<file path="config.mk">
export PLATFORM = sky130hd
export DESIGN_NAME = bin_to_bcd_seq
export DESIGN_NICKNAME = d
export VERILOG_FILES = /design/src/rtl/bin_to_bcd_seq_pkg.sv /design/src/rtl/bin_to_bcd_seq_seg7.sv /design/src/rtl/bin_to_bcd_seq.sv
export SDC_FILE = /design/constraint.sdc
export NUM_CORES = 1
export LEC_CHECK = 0
export BUFFER_PORTS_ARGS = -buffer_cell sky130_fd_sc_hd__buf_2
export CORE_ASPECT_RATIO = 0.7
export CORE_MARGIN = 5
export CORE_UTILIZATION = 35
export DETAILED_ROUTE_END_ITERATION = 8
export PLACE_DENSITY = 0.66
export SLEW_MARGIN = 25
export SYNTH_ARGS = -nofsm -noshare
export SYNTH_HDL_FRONTEND = slang
export SYNTH_SLANG_ARGS = --single-unit
</file>
<file path="constraint.sdc">
create_clock -name clk -period 3.2 [get_ports clk]
set_clock_uncertainty 0.1 [all_clocks]
set_input_delay 0.32 -clock clk [delete_from_list [all_inputs] [get_ports clk]]
set_output_delay 0.32 -clock clk [all_outputs]
set_load 0.02 [all_outputs]
</file>
<file path="src/rtl/bin_to_bcd_seq_pkg.sv">
// Shared types and constants for the sequential binary-to-BCD converter.
package bin_to_bcd_seq_pkg;

   typedef enum logic [1:0] {
      IDLE  = 2'd0,
      SHIFT = 2'd1,
      DONE  = 2'd2
   } state_t;

   typedef logic [3:0] bcd_digit_t;

   // Active-low seven-segment patterns, bit order g..a.
   localparam logic [6:0] SEG_BLANK = 7'b1111111;
   localparam logic [6:0] SEG_ZERO  = 7'b1000000;

endpackage

</file>
<file path="src/rtl/bin_to_bcd_seq_seg7.sv">
// One BCD digit to an active-low seven-segment pattern (g..a); codes 10..15 are blank.
module bcd_seg7_enc
   import bin_to_bcd_seq_pkg::*;
(
   input  bcd_digit_t  bcd_in,
   output logic [6:0]  seg_out
);

   // Pure table decode of one digit
   always_comb begin
      seg_out = SEG_BLANK;
      case (bcd_in)
         4'd0:    seg_out = SEG_ZERO;
         4'd1:    seg_out = 7'b1111001;
         4'd2:    seg_out = 7'b0100100;
         4'd3:    seg_out = 7'b0110000;
         4'd4:    seg_out = 7'b0011001;
         4'd5:    seg_out = 7'b0010010;
         4'd6:    seg_out = 7'b0000010;
         4'd7:    seg_out = 7'b1111000;
         4'd8:    seg_out = 7'b0000000;
         4'd9:    seg_out = 7'b0010000;
         default: seg_out = SEG_BLANK;
      endcase
   end

endmodule

</file>
<file path="src/rtl/bin_to_bcd_seq.sv">
// Sequential double-dabble converter: one bit per SHIFT cycle, result
// registered on leaving DONE, plus a per-digit seven-segment decode.
//
// state | meaning
// IDLE  | waiting for start; operand latched on the accepting edge
// SHIFT | one add-3 / shift-left step per cycle, WIDTH cycles total
// DONE  | result copied to bcd_out, done pulses, back to IDLE
module bin_to_bcd_seq
   import bin_to_bcd_seq_pkg::*;
#(
   parameter int WIDTH  = 8,
   parameter int DIGITS = 3
)(
   input  logic                  clk,
   input  logic                  rst_n,
   input  logic                  start,
   input  logic [WIDTH-1:0]      bin_in,
   output logic                  busy,
   output logic                  done,
   output logic [DIGITS*4-1:0]   bcd_out,
   output logic [DIGITS*7-1:0]   seg
);

   localparam int CNT_W = $clog2(WIDTH + 1);

   state_t                 state_q, state_d;
   logic [CNT_W-1:0]       cnt_q, cnt_d;
   logic [WIDTH-1:0]       sh_q, sh_d;
   logic [DIGITS*4-1:0]    work_q, work_d;
   logic [DIGITS*4-1:0]    bcd_q, bcd_d;
   logic                   done_q, done_d;
   logic [DIGITS*4-1:0]    adj;

   // Next-state, datapath step and result capture
   always_comb begin
      state_d = state_q;
      cnt_d   = cnt_q;
      sh_d    = sh_q;
      work_d  = work_q;
      bcd_d   = bcd_q;
      done_d  = 1'b0;

      // Correct every digit that would overflow past 9 once doubled.
      adj = work_q;
      for (int i = 0; i < DIGITS; i++) begin
         if (work_q[i*4 +: 4] >= 4'd5) begin
            adj[i*4 +: 4] = work_q[i*4 +: 4] + 4'd3;
         end
      end

      case (state_q)
         IDLE: begin
            if (start) begin
               sh_d    = bin_in;
               work_d  = '0;
               cnt_d   = CNT_W'(WIDTH);
               state_d = SHIFT;
            end
         end
         SHIFT: begin
            work_d = {adj[DIGITS*4-2:0], sh_q[WIDTH-1]};
            sh_d   = {sh_q[WIDTH-2:0], 1'b0};
            cnt_d  = cnt_q - CNT_W'(1);
            if (cnt_q == CNT_W'(1)) begin
               state_d = DONE;
            end
         end
         DONE: begin
            bcd_d   = work_q;
            done_d  = 1'b1;
            state_d = IDLE;
         end
         default: begin
            state_d = IDLE;
         end
      endcase
   end

   // State and datapath registers
   always_ff @(posedge clk or negedge rst_n) begin
      if (!rst_n) begin
         state_q <= IDLE;
         cnt_q   <= '0;
         sh_q    <= '0;
         work_q  <= '0;
         bcd_q   <= '0;
         done_q  <= 1'b0;
      end else begin
         state_q <= state_d;
         cnt_q   <= cnt_d;
         sh_q    <= sh_d;
         work_q  <= work_d;
         bcd_q   <= bcd_d;
         done_q  <= done_d;
      end
   end

   assign busy    = (state_q != IDLE);
   assign done    = done_q;
   assign bcd_out = bcd_q;

   for (genvar g = 0; g < DIGITS; g++) begin : g_seg
      bcd_seg7_enc u_enc (
         .bcd_in  (bcd_q[g*4 +: 4]),
         .seg_out (seg[g*7 +: 7])
      );
   end

endmodule

</file>
# After elaboration in Yosys (flattened, before gate mapping)

Memories as Yosys holds them, arrays and structs flattened.
Index checks and enable logic that the tools add are counted.

Register bits: 39
Output and inout bits: 35
Input port bits: 11
Memory bits (read-only): 336
Word-level logic and storage cells: 39
Bits in writable memories: 0
Memories kept: 3
Bits in latches: 0

Multipliers: 0
Reductions and logical operators: 5
$lt $le $gt $ge: 3
Bitwise operators: 0
Equality and inequality tests: 5
Multiplexer cells: 13
Add/sub/neg operators: 4
Shifts and indexed selects: 0
Divide/modulo/power cells: 0

Memories:

| memory          | words | width | rd ports | clocked after memory_dff | wr ports | RTL line                  | text |
|---|---|---|---|---|---|---|---|
| (no name shown) | 16    | 7     | 1        | 0                        | 0        | bin_to_bcd_seq_seg7.sv:12 | `case (bcd_in)` |
| (no name shown) | 16    | 7     | 1        | 0                        | 0        | bin_to_bcd_seq_seg7.sv:12 |  |
| (no name shown) | 16    | 7     | 1        | 0                        | 0        | bin_to_bcd_seq_seg7.sv:12 |  |

Operator list:

| cell                                                               | number |
|---|---|
| case mux 12 bit (2 select lines)                                   | 1 |
| case mux 8 bit (2 select lines)                                    | 1 |
| greater-or-equal comparator 4 x 3 -> 1 bit (second input constant) | 3 |
| two-way mux 12 bit                                                 | 1 |
| two-way mux 4 bit                                                  | 3 |
| adder 4 x 2 -> 4 bit (second input constant)                       | 2 |
| two-way mux 8 bit                                                  | 1 |
| case mux 4 bit (2 select lines)                                    | 1 |
| == test 4 x 1 -> 1 bit (second input constant)                     | 1 |
| two-way mux 2 bit                                                  | 2 |
| inequality test 2 bit (second input constant)                      | 2 |
| case mux 2 bit (2 select lines)                                    | 1 |
| AND reduction 2 bit                                                | 2 |
| nonzero test 2 bit                                                 | 2 |
| subtractor 4 x 1 -> 4 bit (second input constant)                  | 1 |
| adder 3 x 2 -> 3 bit (second input constant)                       | 1 |
| two-way mux 3 bit                                                  | 1 |
| == test 2 x 1 -> 1 bit (second input constant)                     | 1 |
| == test 2 bit (second input constant)                              | 1 |
| logical NOT 2 bit                                                  | 1 |
| two-way mux 1 bit                                                  | 1 |

# Depth between registers and ports, before layout

Gate-level depths: netlist of the first run.

Depth in word-level cells: 3
Mapped depth: 5
Gate-level depth less buffers: 5

# Cells and area by module

Synthesis of the first run repeated with hierarchy kept, for this count alone.

Cells, all modules: 287
Area, all modules: 2,543.7 sq um

Modules (own cells, without submodules):

| module                            | instances | sequential area each (sq um) | area each (sq um) | cells an instance |
|---|---|---|---|---|
| bin_to_bcd_seq                    | 1         | 975.9                        | 1,923.1           | 190 |
| bcd_seg7_enc (g_seg[0].u_enc ...) | 2         | 0.0                          | 210.2             | 33 |
| bcd_seg7_enc (g_seg[1].u_enc)     | 1         | 0.0                          | 200.2             | 31 |

# Worst setup path before layout of the first run

OpenSTA, ideal clock, no wires.

Path kind: reg-to-output
Start: reg bcd_q[1], in the netlist bcd_out[1]
End: out seg[4]
Path slack: 1.319 ns
Data required time: 2.780 ns
Path buffers: 0
Stages on the path, launching flop included: 6
Data arrival time: 1.461 ns
Cells stage by stage: dfrtp_1 -> inv_1 -> ha_1 -> nand2_1 -> o21ai_0 -> o21ai_0

Longest elaborated chain between the ends: 1

RTL lines:

| what                   | RTL line             | text |
|---|---|---|
| from (decl)            | bin_to_bcd_seq.sv:30 | `logic [DIGITS*4-1:0] bcd_q, bcd_d;` |
| from (signal assigned) | bin_to_bcd_seq.sv:86 | `bcd_q <= '0;` |
| from (signal assigned) | bin_to_bcd_seq.sv:93 | `bcd_q <= bcd_d;` |
| memory (16 x 7 bit)    | -                    |  |
| to (decl)              | bin_to_bcd_seq.sv:21 | `output logic [DIGITS*7-1:0] seg` |

Every way passes these cells.

# Worst setup path in the final report of the first run

Start: reg bcd_q[9], in the netlist bcd_out[9]
End: out seg[14]

Same word-level chain as after synthesis.

==> impl_metrics.py, run 1 <==
metrics = {
    "status": {
        "status": "completed",
    },
    "yosys": {
        "netlist_area_sq_um": 2420,
        "yosys.area.top_type": "dfrtp_1",
        "synth_top_area_frac": 0.404,
        "syn_inst": 278,
        "ys_seq_area_frac": 0.404,
        "avgSynthCellArea_sq_um": 8.70,
        "synth_warnings": 0,
        "ys_ff_latch": 39,
        "synth.distinct_cells": 31,
        "ys_top_cells_by_area": "dfrtp_1 40%, ha_1 12%, o21ai_0 6.8%",
        "synth_fp_nets": 312,
    },
    "setup_path": {
        "start_kind": "register",
        "crit_fanout": 8,
        "crit_type": "register to output pin",
        "crit_buf_inv": 2,
        "worstPathArrival_ps": 1820,
        "crit_required_ps": 2780,
        "max_stage_delay_ps": 500,
        "critPathSlowestCell": "dfrtp_1",
        "cpLargestDelayFamily": "flip-flops",
        "cp_cell_sequence": "inv_1 > ha_1 > or2_2 > a21oi_1 > nor2_1 > buf_2",
        "critPathCaptureType": "output pin",
    },
    "drt": {
        "drtIter0Drc": 102,
        "vias_per_cell": 4.93,
        "via_count": 2036,
        "firstDrtPassIters": 4,
        "post_drt_wl_per_cell_um": 12.5,
        "remaining_drc_errors": 0,
        "antenna_left": 0,
        "wl_um": 5150,
    },
    "clock_network": {
        "cts-root-buf": "clkbuf_8",
        "numClockSinks": 39,
        "cts_hold_buf": 0,
        "worst_skew_pair.late_latency_ps": 290,
        "max-clock-path-buffers": 2,
        "cts_tree": "built",
        "cts_buffers": 5,
        "clkTransAtPathRegs_ps": 80,
        "htree_num_levels": 2,
        "cts_resized": 0,
        "post_cts_buffers": 0,
    },
    "power": {
        "finalPower_mw": 3.09,
        "clkPwrFrac": 0.137,
        "power.switching_mw": 1.48,
        "max-vdd-ir-drop_uv": 391,
        "leakage_nw": 1.36,
        "p_sw_frac": 0.479,
        "comb_power_share": 0.567,
        "power-per-cell-area_nw_per_um2": 1090,
        "internal_power_mw": 1.61,
        "pwr-share-seq": 0.296,
    },
    "timing": {
        "min_period_over_period": 0.700,
        "fmax_ghz": 0.446,
        "hold_viol": 0,
        "period_minus_slack_ps": 2240,
        "max_slew_margin": 0.418,
        "tns_ps": 0,
        "setup_viol": 0,
        "rsz0062_at_grt": "false",
        "worst_pin_slew_ps": 873,
        "report.final.slew_viol_count": 0,
    },
    "die": {
        "io_pins": 46,
        "initial_core_util": 0.360,
        "die_area_sq_um": 8700,
        "dieHeight_um": 79.6,
        "die_w_um": 109,
        "core-area_sq_um": 6730,
        "rows": 25,
    },
    "global_routing": {
        "antenna_found_initial": 0,
        "grt_max_degree": 40,
        "grt_usage": 0.125,
        "grt_first_pass_wirelength_um": 8710,
        "top_usage_layer": "met2",
        "met2_usage": 0.199,
        "met3_usage": 0.0299,
        "overflow": 0,
        "grt_pass1_vias": 1944,
        "met1_usage": 0.160,
    },
    "placed_design": {
        "gp_congestion": 0.879,
        "dp_hpwl_um": 3690,
        "placed_area_sq_um": 2710,
        "placed_cells": 405,
        "io_buffer_count": 45,
    },
    "final_layout": {
        "final_cell_mix": "45 x buf_2, 39 x dfrtp_1, 33 x o21ai_0",
        "num-fill-cells": 670,
        "mostFrequentLayoutCell": "buf_2",
        "fin_nets": 352,
        "multi_input_area_sq_um": 1270,
        "num_antenna_cells": 0,
        "fin_cells": 413,
        "final_area_sq_um": 2830,
        "area_growth_pct": 16.9,
        "drive_gt1_frac": 0.188,
        "regArea_sq_um": 976,
    },
    "flow_run": {
        "drv_cap": 0,
    },
    "hold_path": {
        "hp-class": "input pin to asynchronous set/reset pin",
    },
}
-- flip-flops by register name, indices dropped and copies added, names as in the netlist --
register	count
bcd_out	12
cnt_q	4
done	1
sh_q	8
state_q	2
work_q	12
-- area by class of cell --
cell class,instances,area share
multi-input cells,198,0.451
well taps,94,0.0416
clock inverters,2,0.0124
flip-flops and latches,39,0.345
clock buffers,6,0.0292
inverters,27,0.0358
repair buffers,47,0.0850
-- stage by stage --
step | utilization | worst slack [ps] | hold slack (ps)
detailed placement | 0.403 | 1330 | 369
global route | 0.420 | 896 | 115
floorplan | - | 1320 | -75.6
finish | 0.420 | 960 | 39.7
global placement | 0.403 | 1410 | 361
CTS | 0.420 | 999 | 66.8
-- logic make-up after synthesis --
family | count (synthesis) | synth area share
mux | 2 | 0.00828
buf+inv | 41 | 0.0693
compound gates | 90 | 0.237
fa+ha+maj | 23 | 0.119
xor+xnor | 2 | 0.00724
simple gates | 81 | 0.155
flops | 39 | 0.404
-- power by group through the flow --
stage	clock network (mW)	registers (mW)	logic, mW
floorplan	0	0.897	1.28
global placement	0	0.910	1.73
detailed placement	0	0.920	1.76
CTS	0.435	0.911	1.77
global route	0.458	0.953	1.96
finish	0.424	0.915	1.75
-- cells in the mapped netlist --
cell type	n
a22o_1	1
or2_2	4
xnor2_1	2
nor2b_1	5
o22ai_1	1
nor3_1	1
a32o_1	4
clkbuf_1	7
mux2i_1	2
o21bai_1	1
o21ba_2	1
o21a_1	3
buf_4	2
a31oi_1	4
o211ai_1	3
o21ai_0	33
inv_1	27
nand2b_1	18
nor2_1	21
o2111ai_1	6
buf_2	3
o221ai_1	3
o31ai_1	3
dfrtp_1	39
a22oi_1	9
clkbuf_2	2
ha_1	23
o32ai_1	2
and3_1	1
a21oi_1	16
nand2_1	31
-- final timing paths --
kind / from / end / slack [ps] / cells after the start
worst max-delay path: bcd_out[9] / seg[14] / 960 / 6
worst min-delay path: rst_n / sh_q[1] / 40 / 1
worst max register to register: state_q[0] / bcd_out[5] / 1430 / 2
worst min register to register: sh_q[7] / work_q[0] / 380 / 2
max in group asynchronous: rst_n / bcd_out[1] / 2410 / 1
min in group clk: bin_in[0] / sh_q[0] / 170 / 2
-- routing by layer --
layer,part of all wire,wire length [um]
met1,0.47,2450
met5,0,0
met4,0.019,96
met3,0.046,239
met2,0.46,2370
No activity file was read; power rests on OpenSTA's default activity.
==> run 2, diff against run 1 <==
PLACE_DENSITY = 0.68   (was 0.66)
clock period = 1.8 ns   (was 3.2 ns; I/O delays follow)
==> run 2 against run 1 <==
- the flow now finishes with violations (negative setup slack)
- largest power group unchanged
- design area is 9.8% higher
- register-to-register slack got worse by 1200 ps
- non-clock buffer count increased by 22
- via count is 6.4% higher
- critical path type unchanged
- sequential share of layout area decreased by 3.0 points
- critical endpoint is now seg[19]
- final cell count rose by 5.3%
- total power rose by 92%
==> impl_metrics.py, run 2 (same netlist as run 1, synthesis figures left out) <==
metrics = {
    "status": {
        "status": "finished, violations left",
        "violations": "negative setup slack",
    },
    "clock_network": {
        "numClockSinks": 39,
        "cts_tree": "built",
        "max-clock-path-buffers": 2,
        "worst_skew_pair.late_latency_ps": 290,
        "cts-root-buf": "clkbuf_8",
        "clkTransAtPathRegs_ps": 70,
        "cts_buffers": 5,
        "htree_num_levels": 2,
    },
    "final_layout": {
        "fin_nets": 374,
        "num-fill-cells": 627,
        "mostFrequentLayoutCell": "dfrtp_1",
        "final_area_sq_um": 3110,
        "regArea_sq_um": 980,
        "post-route-util": 0.462,
        "num_antenna_cells": 0,
        "fin_cells": 435,
        "multi_input_area_sq_um": 1370,
        "area_growth_pct": 28.4,
        "drive_gt1_frac": 0.305,
        "final_cell_mix": "36 x dfrtp_1, 35 x buf_2, 31 x nand2_1, 31 x o21ai_0, 30 x buf_4",
    },
    "die": {
        "io_pins": 46,
        "rows": 25,
        "dieHeight_um": 79.6,
        "die_w_um": 109,
        "die_area_sq_um": 8700,
        "initial_core_util": 0.360,
        "core-area_sq_um": 6730,
    },
    "setup_path": {
        "worstPathArrival_ps": 1530,
        "crit_type": "register to output pin",
        "crit_fanout": 4,
        "start_kind": "register",
        "crit_required_ps": 1520,
        "critPathCaptureType": "output pin",
    },
    "placed_design": {
        "placed_cells": 417,
        "post-place-ws_ps": 182,
        "placed_area_sq_um": 2810,
        "gp_congestion": 0.826,
        "dp_hpwl_um": 3980,
        "io_buffer_count": 45,
    },
    "timing": {
        "fmax_ghz": 0.554,
        "worst_pin_slew_ps": 502,
        "layout_setup_ws_ps": -5.82,
        "period_minus_slack_ps": 1810,
        "max_slew_margin": 0.665,
        "min_period_over_period": 1.00,
        "report.final.slew_viol_count": 0,
        "tns_ps": -5.82,
        "hold_viol": 0,
        "fin_hold_ws_ps": 38.3,
        "rsz0062_at_grt": "true",
        "setup_viol": 1,
    },
    "drt": {
        "vias_per_cell": 4.98,
        "remaining_drc_errors": 0,
        "drtIter0Drc": 117,
        "firstDrtPassIters": 4,
        "via_count": 2166,
        "post_drt_wl_per_cell_um": 13.1,
        "wl_um": 5690,
        "antenna_left": 0,
    },
    "power": {
        "leakage_nw": 1.47,
        "finalPower_mw": 5.95,
        "max-vdd-ir-drop_uv": 954,
        "power-per-cell-area_nw_per_um2": 1920,
    },
    "global_routing": {
        "antenna_found_initial": 0,
        "grt_usage": 0.137,
        "grt_first_pass_wirelength_um": 9700,
        "grt_pass1_vias": 2061,
        "overflow": 0,
        "grt_max_degree": 26,
    },
    "flow_run": {
        "drv_cap": 0,
    },
    "hold_path": {
        "hp-class": "input pin to register",
    },
}
-- run 2: cell count changes in the layout (fill, tap and decap cells not counted), moves of 4 or more --
cell	delta
buf_2	-10
a21oi_1	-5
inv_1	-5
buf_4	+28
ha_2	+4
ha_1	-5
inv_2	+5
-- run 2: what timing repair did --
item / in CTS / in global routing
setup endpoints to repair: 10 / 15
hold buffers: 1 / 0
gates cloned: 0 / 0
endpoints found under the hold margin: 19 / 0
setup buffers: 6 / 3
gates resized for setup: 11 / 35
pin swaps: 5 / 8
-- run 2: layout make-up --
cell class / instances / share of cell area
well taps: 94 / 0.0379
clock inverters: 1 / 0.00161
multi-input cells: 198 / 0.442
flip-flops and latches: 39 / 0.315
clock buffers: 7 / 0.0246
repair buffers: 69 / 0.146
inverters: 27 / 0.0326
-- run 2: report_power, final --
group / internal (mW) / leakage, nW / switching [mW] / total (mW)
combinational: 1.64 / 0.919 / 2.17 / 3.81
clock: 0.272 / 0.0422 / 0.297 / 0.569
sequential: 1.21 / 0.506 / 0.361 / 1.57
-- run 2: worst paths after layout --
kind | from | to | slack (ps) | depth (start not counted)
max in group asynchronous | rst_n | bcd_out[10] | 830 | 3
max | bcd_out[8] | seg[19] | -6 | 6
min in group asynchronous | rst_n | work_q[5] | 280 | 2
max reg2reg | work_q[0] | work_q[1] | 230 | 5
min | bin_in[0] | sh_q[0] | 40 | 2
min reg2reg | sh_q[3] | sh_q[3] | 380 | 2
-- run 2: metal layers --
layer	track usage	part of all wire	vias up
li1	-	-	1077
met1	0.182	0.47	1043
met2	0.222	0.48	36
met3	0.0315	0.033	10
met4	0.0399	0.021	0
met5	0	0	-
-- run 2: critical path, cell delays in order (launching register included) --
cell and delay, ps:
dfrtp_1 420, inv_2 100, ha_2 170, inv_1 40, o21ai_0 210, a21oi_1 120, buf_2 170
